==> src/rtl/dc_axi_pattern_read_slave_if.sv <==
// AXI4 read-address and read-data channel bundle between a read master and slave.
// No logic; signals only.
// Valid/ready handshakes on both channels; ar* flows to the slave, r* flows back.
interface dc_axi_pattern_read_slave_if #(
    parameter int AW = 32,
    parameter int DW = 16,
    parameter int IW = 8
);
    logic [IW-1:0] arid;
    logic [AW-1:0] araddr;
    logic [7:0]    arlen;
    logic [2:0]    arsize;
    logic [1:0]    arburst;
    logic          arvalid;
    logic          arready;
    logic [IW-1:0] rid;
    logic [DW-1:0] rdata;
    logic [1:0]    rresp;
    logic          rlast;
    logic          rvalid;
    logic          rready;

    modport slave (
        input  arid, araddr, arlen, arsize, arburst, arvalid, rready,
        output arready, rid, rdata, rresp, rlast, rvalid
    );

    modport master (
        output arid, araddr, arlen, arsize, arburst, arvalid, rready,
        input  arready, rid, rdata, rresp, rlast, rvalid
    );
endinterface

==> src/rtl/dc_axi_pattern_read_slave.sv <==
// Read-only AXI4 slave returning address-derived pattern data for frame-fetch bursts.
// Latency: FIRST_BEAT_LATENCY cycles from request pop to first rvalid, then one beat per accepted cycle.
// Backpressure: R beats hold while rready=0; AR is refused when the request queue is full or en=0.
module dc_axi_pattern_read_slave #(
    parameter int AXI_ARADDR_WIDTH   = 32,
    parameter int AXI_DATA_WIDTH     = 16,
    parameter int AXI_ID_WIDTH       = 8,
    parameter int AR_QUEUE_DEPTH     = 2,
    parameter int FIRST_BEAT_LATENCY = 2
) (
    input  logic                        clk,
    input  logic                        nrst,
    input  logic                        en,
    input  logic [1:0]                  pattern_mode,
    dc_axi_pattern_read_slave_if.slave  axi,
    output logic                        busy,
    output logic [15:0]                 bursts_done
);
    localparam int AW = AXI_ARADDR_WIDTH;
    localparam int DW = AXI_DATA_WIDTH;
    localparam int IW = AXI_ID_WIDTH;
    localparam int PW = (AR_QUEUE_DEPTH > 1) ? $clog2(AR_QUEUE_DEPTH) : 1;
    localparam int CW = $clog2(AR_QUEUE_DEPTH + 1);

    typedef struct packed {
        logic [IW-1:0] id;
        logic [AW-1:0] addr;
        logic [7:0]    len;
        logic [2:0]    size;
        logic [1:0]    burst;
    } req_t;

    typedef enum logic [1:0] {IDLE, WAIT, BURST} state_t;

    req_t          fifo_mem [AR_QUEUE_DEPTH];
    req_t          wreq;
    req_t          head;
    logic [PW-1:0] wr_ptr, rd_ptr;
    logic [CW-1:0] fifo_cnt;
    logic          fifo_empty, fifo_full;
    logic          push, pop, hs, run;

    state_t        state;
    logic [3:0]    lat_cnt;
    logic [7:0]    beat, cur_len;
    logic [7:0]    beat_nxt;
    logic [AW-1:0] cur_addr, addr_nxt;
    logic [2:0]    cur_size;
    logic [1:0]    cur_burst;
    logic          cur_err, head_err;
    logic [IW-1:0] rid_q;
    logic [DW-1:0] rdata_q;
    logic [1:0]    rresp_q;
    logic          rlast_q, rvalid_q;

    // Unsupported burst type or a beat wider than the data bus.
    function automatic logic req_err(input logic [2:0] sz, input logic [1:0] bu);
        return (bu == 2'b11) || ((32'd1 << sz) > 32'(DW / 8));
    endfunction

    function automatic logic [DW-1:0] beat_data(input logic [AW-1:0] a, input logic [7:0] b,
                                                 input logic e, input logic [1:0] m);
        logic [DW-1:0] w;
        logic [DW-1:0] d;
        w = a[DW:1];
        case (m)
            2'd0:    d = w;
            2'd1:    d = ~w;
            2'd2:    d = DW'(b);
            default: d = '0;
        endcase
        return e ? '0 : d;
    endfunction

    function automatic logic [PW-1:0] ptr_inc(input logic [PW-1:0] p);
        return (p == PW'(AR_QUEUE_DEPTH - 1)) ? '0 : p + 1'b1;
    endfunction

    assign wreq       = '{axi.arid, axi.araddr, axi.arlen, axi.arsize, axi.arburst};
    assign head       = fifo_mem[rd_ptr];
    assign head_err   = req_err(head.size, head.burst);
    assign fifo_empty = (fifo_cnt == '0);
    assign fifo_full  = (fifo_cnt == CW'(AR_QUEUE_DEPTH));
    // run keeps arready low until the first clock after reset release.
    assign axi.arready = run & en & ~fifo_full;
    assign push       = axi.arvalid & axi.arready;
    assign hs         = rvalid_q & axi.rready;
    // Pop when idle, or back-to-back on the final beat handshake of the active burst.
    assign pop        = ~fifo_empty & ((state == IDLE) | ((state == BURST) & hs & rlast_q));
    assign busy       = ~fifo_empty | (state != IDLE);
    assign beat_nxt   = beat + 8'd1;
    // FIXED holds the address; INCR and WRAP both step by the beat size.
    assign addr_nxt   = (cur_burst == 2'b00) ? cur_addr : cur_addr + (AW'(1) << cur_size);

    assign axi.rid    = rid_q;
    assign axi.rdata  = rdata_q;
    assign axi.rresp  = rresp_q;
    assign axi.rlast  = rlast_q;
    assign axi.rvalid = rvalid_q;

    // Flags the first cycle after reset release.
    always_ff @(posedge clk or negedge nrst) begin
        if (!nrst) run <= 1'b0;
        else       run <= 1'b1;
    end

    // Request queue pointers and occupancy.
    always_ff @(posedge clk or negedge nrst) begin
        if (!nrst) begin
            wr_ptr   <= '0;
            rd_ptr   <= '0;
            fifo_cnt <= '0;
        end else begin
            if (push) wr_ptr <= ptr_inc(wr_ptr);
            if (pop)  rd_ptr <= ptr_inc(rd_ptr);
            if (push & ~pop)      fifo_cnt <= fifo_cnt + 1'b1;
            else if (pop & ~push) fifo_cnt <= fifo_cnt - 1'b1;
        end
    end

    // Request queue storage; validity is tracked by the pointers alone.
    always_ff @(posedge clk) begin
        if (push) fifo_mem[wr_ptr] <= wreq;
    end

    // Burst sequencer with registered R-channel outputs.
    always_ff @(posedge clk or negedge nrst) begin
        if (!nrst) begin
            state       <= IDLE;
            lat_cnt     <= '0;
            beat        <= '0;
            cur_len     <= '0;
            cur_addr    <= '0;
            cur_size    <= '0;
            cur_burst   <= '0;
            cur_err     <= 1'b0;
            rid_q       <= '0;
            rdata_q     <= '0;
            rresp_q     <= '0;
            rlast_q     <= 1'b0;
            rvalid_q    <= 1'b0;
            bursts_done <= '0;
        end else begin
            case (state)
                IDLE: ;
                WAIT: begin
                    if (lat_cnt <= 4'd1) begin
                        state    <= BURST;
                        rvalid_q <= 1'b1;
                        rdata_q  <= beat_data(cur_addr, 8'd0, cur_err, pattern_mode);
                        rlast_q  <= (cur_len == 8'd0);
                    end else begin
                        lat_cnt <= lat_cnt - 4'd1;
                    end
                end
                BURST: begin
                    if (hs) begin
                        if (rlast_q) begin
                            bursts_done <= bursts_done + 16'd1;
                            rvalid_q    <= 1'b0;
                            rlast_q     <= 1'b0;
                            state       <= IDLE;
                        end else begin
                            beat     <= beat_nxt;
                            cur_addr <= addr_nxt;
                            rdata_q  <= beat_data(addr_nxt, beat_nxt, cur_err, pattern_mode);
                            rlast_q  <= (beat_nxt == cur_len);
                        end
                    end
                end
                default: state <= IDLE;
            endcase

            // A pop loads the next burst and overrides the state chosen above.
            if (pop) begin
                beat      <= '0;
                cur_len   <= head.len;
                cur_addr  <= head.addr;
                cur_size  <= head.size;
                cur_burst <= head.burst;
                cur_err   <= head_err;
                rid_q     <= head.id;
                rresp_q   <= head_err ? 2'b10 : 2'b00;
                if (FIRST_BEAT_LATENCY == 0) begin
                    state    <= BURST;
                    rvalid_q <= 1'b1;
                    rdata_q  <= beat_data(head.addr, 8'd0, head_err, pattern_mode);
                    rlast_q  <= (head.len == 8'd0);
                end else begin
                    state    <= WAIT;
                    lat_cnt  <= 4'(FIRST_BEAT_LATENCY);
                    rvalid_q <= 1'b0;
                    rlast_q  <= 1'b0;
                end
            end
        end
    end
endmodule

==> src/flat_wrapper.sv <==
// flat-port wrapper written by rule: the top's interface ports become plain ports
module dc_axi_pattern_read_slave_flat 
#(
    parameter int AXI_ARADDR_WIDTH   = 32,
    parameter int AXI_DATA_WIDTH     = 16,
    parameter int AXI_ID_WIDTH       = 8,
    parameter int AR_QUEUE_DEPTH     = 2,
    parameter int FIRST_BEAT_LATENCY = 2
)
  (clk, nrst, en, pattern_mode, busy, bursts_done, axi_arid, axi_araddr, axi_arlen, axi_arsize, axi_arburst, axi_arvalid, axi_rready, axi_arready, axi_rid, axi_rdata, axi_rresp, axi_rlast, axi_rvalid);
  dc_axi_pattern_read_slave_if #(.AW(32), .DW(16), .IW(8)) axi_i ();
  input  logic clk;
  input  logic nrst;
  input  logic en;
  input  logic [1:0] pattern_mode;
  output logic busy;
  output logic [15:0] bursts_done;
  input wire logic [$bits(axi_i.arid)-1:0] axi_arid;
  input wire logic [$bits(axi_i.araddr)-1:0] axi_araddr;
  input wire logic [$bits(axi_i.arlen)-1:0] axi_arlen;
  input wire logic [$bits(axi_i.arsize)-1:0] axi_arsize;
  input wire logic [$bits(axi_i.arburst)-1:0] axi_arburst;
  input wire logic [$bits(axi_i.arvalid)-1:0] axi_arvalid;
  input wire logic [$bits(axi_i.rready)-1:0] axi_rready;
  output wire logic [$bits(axi_i.arready)-1:0] axi_arready;
  output wire logic [$bits(axi_i.rid)-1:0] axi_rid;
  output wire logic [$bits(axi_i.rdata)-1:0] axi_rdata;
  output wire logic [$bits(axi_i.rresp)-1:0] axi_rresp;
  output wire logic [$bits(axi_i.rlast)-1:0] axi_rlast;
  output wire logic [$bits(axi_i.rvalid)-1:0] axi_rvalid;
  assign axi_i.arid = axi_arid;
  assign axi_i.araddr = axi_araddr;
  assign axi_i.arlen = axi_arlen;
  assign axi_i.arsize = axi_arsize;
  assign axi_i.arburst = axi_arburst;
  assign axi_i.arvalid = axi_arvalid;
  assign axi_i.rready = axi_rready;
  assign axi_arready = axi_i.arready;
  assign axi_rid = axi_i.rid;
  assign axi_rdata = axi_i.rdata;
  assign axi_rresp = axi_i.rresp;
  assign axi_rlast = axi_i.rlast;
  assign axi_rvalid = axi_i.rvalid;
  dc_axi_pattern_read_slave #(.AXI_ARADDR_WIDTH(AXI_ARADDR_WIDTH), .AXI_DATA_WIDTH(AXI_DATA_WIDTH), .AXI_ID_WIDTH(AXI_ID_WIDTH), .AR_QUEUE_DEPTH(AR_QUEUE_DEPTH), .FIRST_BEAT_LATENCY(FIRST_BEAT_LATENCY)) u_core (.clk(clk), .nrst(nrst), .en(en), .pattern_mode(pattern_mode), .axi(axi_i), .busy(busy), .bursts_done(bursts_done));
endmodule
==> config.mk <==
export PLATFORM = sky130hd
export DESIGN_NAME = dc_axi_pattern_read_slave_flat
export DESIGN_NICKNAME = d
export VERILOG_FILES = /design/src/rtl/dc_axi_pattern_read_slave_if.sv /design/src/rtl/dc_axi_pattern_read_slave.sv /design/src/flat_wrapper.sv
export SDC_FILE = /design/constraint.sdc
export NUM_CORES = 1
export LEC_CHECK = 0
export CELL_PAD_IN_SITES_DETAIL_PLACEMENT = 1
export CELL_PAD_IN_SITES_GLOBAL_PLACEMENT = 1
export CORE_MARGIN = 5
export CORE_UTILIZATION = 40
export CTS_CLUSTER_DIAMETER = 200
export CTS_CLUSTER_SIZE = 25
export DETAILED_ROUTE_END_ITERATION = 10
export PLACE_DENSITY_LB_ADDON = 0.1
export SETUP_SLACK_MARGIN = 0.05
export SLEW_MARGIN = 25
export SYNTH_ARGS = -nofsm -noshare
export SYNTH_HDL_FRONTEND = slang
export SYNTH_SLANG_ARGS = --single-unit
==> constraint.sdc <==
create_clock -name clk -period 2.8 [get_ports clk]
set_input_delay 0.56 -clock clk [delete_from_list [all_inputs] [get_ports clk]]
set_output_delay 0.56 -clock clk [all_outputs]
set_load 0.01 [all_outputs]
# Word level (Yosys, flattened, before mapping)
# Memory sizes are Yosys's and may differ from the RTL's.
# Cells that the tools add are included.
[word_totals]
ff_bits = 109
wordCells = 129
mem_count = 1
out_inout_bits = 46
inputBits = 60
ram_bits = 106
[op_classes]
order_cmp = 2
n_reduce_logical = 21
n_shift = 2
n_mux = 42
eq_ne = 17
bitwise_logic = 17
addsub = 8
[mem_list]
columns = ["memory", "depth", "word_bits", "rd", "rd_clocked_by_memory_dff", "wr", "line_no", "text"]
rows = [
  ["u_core.fifo_mem", 2, 53, 1, 0, 1, "dc_axi_pattern_read_slave.sv:35", "req_t fifo_mem [AR_QUEUE_DEPTH];"],
]
[op_table]
columns = ["op", "count"]
rows = [
  ["32-bit 2-to-1 mux", 5],
  ["16-bit 2-to-1 mux", 5],
  ["16-bit one-hot mux with 2 select lines", 2],
  ["1-bit by 3-bit left shift with 32-bit output, first input constant", 2],
  ["16-bit one-hot mux with 3 select lines", 1],
  ["32-bit adder", 1],
  ["32-bit by 2-bit greater-than comparator with 1-bit output, second input constant", 1],
  ["8-bit 2-to-1 mux", 4],
  ["16-bit NOT", 2],
  ["16-bit by 1-bit adder with 16-bit output, second input constant", 1],
  ["4-bit AND reduction", 4],
  ["2-bit 2-to-1 mux", 7],
  ["1-bit 2-to-1 mux", 12],
  ["4-bit 2-to-1 mux", 3],
  ["2-bit by 1-bit != test with 1-bit output, second input constant", 6],
  ["2-bit nonzero test", 6],
  ["1-bit AND", 9],
  ["3-bit by 1-bit != test with 1-bit output, second input constant", 3],
  ["3-bit AND reduction", 3],
  ["8-bit by 1-bit adder with 8-bit output, second input constant", 1],
  ["2-bit equality test, second input constant", 4],
  ["8-bit equality test", 1],
  ["2-bit zero test", 4],
  ["8-bit zero test", 1],
  ["other kinds (14)", 21],
]

# Depth between registers and ports, before layout
[logic_depth]
depth_word = 9
depth_mapped = 13
ltp_nobuf = 11

# Worst setup path before layout
# OpenSTA, ideal clock, no wires.
[synth_path]
kind = "input -> register"
startpoint = "input en"
endpoint = "memory u_core.fifo_mem[0][0] (netlist bit) (enable)"
n_path_buf = 0
required_ps = 2367
arrival_time_ps = 2641
path_stages = 4
slack_ps = -275
setup_time_ps = 433
cell_sequence = "nand2_1 > a21oi_1 > nand2_1 > nor2_1"
[synth_between]
elab_chain_cells = 5
[synth_lines]
columns = ["element", "line_no", "text"]
rows = [
  ["start: declaration", "flat_wrapper.sv:14", "input logic en;"],
  ["1-bit AND (2 in a row)", "dc_axi_pattern_read_slave.sv:85", "assign axi.arready = run & en & ~fifo_full;"],
  ["via axi_arready", "flat_wrapper.sv:25", "output wire logic [$bits(axi_i.arready)-1:0] axi_arready;"],
  ["1-bit AND", "dc_axi_pattern_read_slave.sv:86", "assign push = axi.arvalid & axi.arready;"],
  ["1-bit 2-to-1 mux", "dc_axi_pattern_read_slave.sv:123", "if (push) fifo_mem[wr_ptr] <= wreq;"],
  ["1-bit 2-to-1 mux (not written as such)", "dc_axi_pattern_read_slave.sv:123", ""],
  ["end: declaration", "dc_axi_pattern_read_slave.sv:35", ""],
]
# The timed path passes the listed nets, and every way through them passes these cells.

# Worst setup path after layout
[layout_path]
startpoint = "register u_core.cur_size[0]"
endpoint = "register u_core.cur_addr[8]"
[layout_between]
elab_chain_cells = 7
[layout_lines]
columns = ["element", "line_no", "text"]
rows = [
  ["start: declaration", "dc_axi_pattern_read_slave.sv:48", "logic [2:0] cur_size;"],
  ["start signal: assignment", "dc_axi_pattern_read_slave.sv:179", "cur_size <= head.size;"],
  ["1-bit by 3-bit left shift with 32-bit output", "dc_axi_pattern_read_slave.sv:93", "assign addr_nxt = (cur_burst == 2'b00) ? cur_addr : cur_addr + (AW'(1) << cur_size);"],
  ["32-bit adder", "dc_axi_pattern_read_slave.sv:93", ""],
  ["32-bit 2-to-1 mux", "dc_axi_pattern_read_slave.sv:93", ""],
  ["32-bit 2-to-1 mux", "dc_axi_pattern_read_slave.sv:158", "if (rlast_q) begin"],
  ["32-bit 2-to-1 mux", "dc_axi_pattern_read_slave.sv:157", "if (hs) begin"],
  ["32-bit 2-to-1 mux", "dc_axi_pattern_read_slave.sv:144", "case (state)"],
  ["32-bit 2-to-1 mux", "dc_axi_pattern_read_slave.sv:175", "if (pop) begin"],
  ["end signal: assignment", "dc_axi_pattern_read_slave.sv:165", "cur_addr <= addr_nxt;"],
  ["end signal: assignment", "dc_axi_pattern_read_slave.sv:178", "cur_addr <= head.addr;"],
  ["end: declaration", "dc_axi_pattern_read_slave.sv:47", "logic [AW-1:0] cur_addr, addr_nxt;"],
]
# No other way between the ends. The select of a mux whose other input is x is not followed.
# A chain may end at the register's enable or synchronous reset.

==> results <==
==> area by class of cell <==
class / count / area (um^2) / share of cell area
Inverter: 17 / 63.8 / 0.00643
Sequential cell: 168 / 4590 / 0.462
Clock buffer: 17 / 425 / 0.0429
Multi-Input combinational cell: 477 / 3240 / 0.326
Timing Repair Buffer: 113 / 1110 / 0.111
Tap cell: 265 / 332 / 0.0334
Clock inverter: 15 / 174 / 0.0175
==> cell families (layout without fill, tap and decap cells) <==
group	Yosys count	count (layout)	share of synthesized area
flops	168	168	0.570
fa+ha+maj	17	17	0.0274
buf+inv	57	162	0.0346
other cells	2	2	0.000934
mux	33	33	0.0416
xor+xnor	82	82	0.0903
compound gates	145	145	0.117
simple gates	198	198	0.118
==> registers in the layout (all words and copies together), names as in the netlist <==
register and flops:
u_core.axi.rdata 16, u_core.axi.rid 8, u_core.axi.rlast 1, u_core.axi.rvalid 1, u_core.beat 8, u_core.bursts_done 16, u_core.cur_addr 17, u_core.cur_burst 2
u_core.cur_err 1, u_core.cur_len 8, u_core.cur_size 3, u_core.fifo_cnt 2, u_core.fifo_mem 76, u_core.lat_cnt 4, u_core.rd_ptr 1, u_core.run 1
u_core.state 2, u_core.wr_ptr 1
==> final timing paths <==
kind | start | endpoint | slack (ps)
max | u_core.cur_size[0]$_DFFE_PN0P_ | u_core.cur_addr[8]$_DFFE_PN0P_ | 230
min | nrst | u_core.bursts_done[9]$_DFFE_PN0P_ | 110
max reg2reg | u_core.cur_size[0]$_DFFE_PN0P_ | u_core.cur_addr[8]$_DFFE_PN0P_ | 230
min reg2reg | u_core.bursts_done[15]$_DFFE_PN0P_ | u_core.bursts_done[15]$_DFFE_PN0P_ | 480
max in group asynchronous | nrst | u_core.lat_cnt[1]$_DFFE_PN0P_ | 1970
min in group clk | u_core.bursts_done[15]$_DFFE_PN0P_ | u_core.bursts_done[15]$_DFFE_PN0P_ | 480
==> what timing repair did <==
action                     CTS  global route
setup endpoints to repair    3            15
pin swaps                    0             4
hold buffers                 0             0
gates resized for setup      3             9
==> power breakdown <==
group | internal (uW) | switching [uW] | total [uW]
clock network | 1350 | 1070 | 2420
registers | 3140 | 543 | 3680
logic | 1750 | 2220 | 3980
==> cell usage in the layout (no fill, tap or decap), drive strengths merged, types with 12 or more instances in the layout <==
cell | Yosys | layout
dfrtp | 92 | 92
clkdlybuf4s50 | 0 | 88
edfxtp | 76 | 76
nand2 | 72 | 72
nor2 | 53 | 53
xnor2 | 52 | 52
o21ai | 47 | 47
mux2i | 30 | 30
xor2 | 30 | 30
a21oi | 28 | 28
inv | 16 | 26
buf | 16 | 25
a211oi | 18 | 18
clkbuf | 24 | 17
ha | 16 | 16
nor2b | 12 | 12
==> layer usage <==
| metal | global-route usage | up-vias | wire length [um] |
|---|---|---|---|
| met5 | 0 | - | 0 |
| met3 | 0.0357 | 9 | 573 |
| met4 | 0.0427 | 0 | 180 |
| met1 | 0.225 | 2795 | 8850 |
| met2 | 0.311 | 70 | 9610 |
| li1 | - | 2677 | - |
==> per-stage QoR <==
step           hold WS (ps)  setup slack (ps)  total power [uW]  cells
2_1_floorplan           264               196              6260    702
3_3_place_gp            461               140              7430   1040
3_5_place_dp            470             -34.2              7610   1040
4_1_cts                 126              84.8             10100   1072
5_1_grt                 140              80.4             10800   1072
6_report                105               234             10100   1072
==> worst max-delay path, delay by kind of cell (launching register included) <==
kind	cells	cell delay, ps
AND/OR/NAND/NOR	2	400
adder cells (fa/ha/maj)	2	610
buffers and inverters	2	240
flip-flops	1	420
AO/OA/AOI/OAI	4	640
XOR/XNOR	1	170
==> impl_metrics.py <==
metrics = {
    "final_layout": {
        "diodes": 0,
        "post-route-util": 0.505,
        "areaGrowthSynthToFinish_pct": 23.5,
        "fill_cells": 2113,
        "drive_above_1_share": 0.107,
        "fin_nets": 871,
        "final_area_um2": 9920,
    },
    "power_and_ir_drop": {
        "p_leak_uw": 0.00389,
        "max-vdd-ir-drop_mv": 0.530,
        "p_per_area_nw_per_um2": 1020,
    },
    "logic_synthesis": {
        "syn_avg_cell_area_um2": 11.4,
        "synth_ff_type": "dfrtp_1",
        "synth_commonest_cells": "92 x dfrtp_1, 76 x edfxtp_1, 72 x nand2_1, 51 x xnor2_1, 50 x nor2_1",
        "synth_area_um2": 8040,
        "synth_most_common_cell": "dfrtp_1",
        "synth_nets": 779,
        "yosys.area.top_type": "dfrtp_1",
        "ys_ff_latch": 168,
        "synth_cell_types": 68,
        "synth_edf_count": 76,
        "synth-warning-count": 0,
        "async_flop_share": 0.548,
        "ys_top_cells_by_area": "dfrtp_1 29%, edfxtp_1 28%, xnor2_1 5.6%",
        "synthCells": 702,
        "synth_top_cell_area_share": 0.286,
        "yosysSeqAreaShare": 0.570,
    },
    "placed_design": {
        "gp_congestion": 0.793,
        "dpl_cell_area_um2": 9270,
        "io_buffers": 89,
        "place_hpwl_mm": 13.7,
    },
    "die": {
        "initial_utilization": 0.409,
        "pin_count": 106,
        "core_um2": 19700,
        "fp.dieH_um": 152,
        "die_w_um": 152,
        "die-area_um2": 23000,
        "rows": 51,
    },
    "critical_path": {
        "timing.reg2reg.worst_path_depth": 11,
        "critPathMaxFanout": 10,
        "cp.arrival_ps": 2910,
        "cp-end-kind": "register",
        "crit_path_max_incr_delay_ps": 420,
        "slowest_stage": "dfrtp_1",
        "cp-start-kind": "register",
        "cp_cell_sequence": "nor3_1, ha_2, inv_1, fa_2, nor2b_2, o2111ai_2, a21oi_2, buf_4, o21ai_0, xor2_1, a21oi_1",
        "worstPathRequired_ps": 3150,
        "critPathKind": "reg2reg",
    },
    "timing": {
        "rsz0062_at_grt": "false",
        "fmax_mhz": 390,
        "drv_slew": 0,
        "fin_worst_skew_ps": 9.63,
        "finalSetupViolations": 0,
        "fin_crit_ps": 2570,
        "setup-tns-final_ps": 0,
        "tightest_slew_ps": 681,
        "fin_crit_sh": 0.917,
        "finalHoldViolations": 0,
        "slew_headroom": 0.545,
    },
    "routing": {
        "wl_per_cell_um": 17.9,
        "viasPerCell": 5.18,
        "drtIter0Drc": 178,
        "drc": 0,
        "routed_wl_mm": 19.2,
        "vias": 5551,
        "ant_nets": 0,
        "drtPass1Iterations": 4,
    },
    "run_status": {
        "status": "finished, final reports clean",
    },
    "global_routing": {
        "overflow": 0,
        "antenna_found_initial": 0,
        "grt_pass1_wl_mm": 31.5,
        "grt_max_degree": 55,
        "grt_pass1_vias": 6052,
        "grt_usage": 0.177,
    },
    "clock_tree": {
        "cts-htree-levels": 4,
        "post_cts_buffers": 0,
        "clk_pin_slew_ps": 70,
        "cts_root_buf": "clkbuf_16",
        "cts_sinks": 168,
        "clock_path_buffers": 2,
        "clkLatencyLatePin_ps": 430,
        "cts_made_buffers": 17,
        "cts_tree": "done",
    },
    "min_path": {
        "hp-class": "in2async",
    },
    "flow_run": {
        "drv_cap": 0,
    },
}
(Power assumes the default switching activity.)
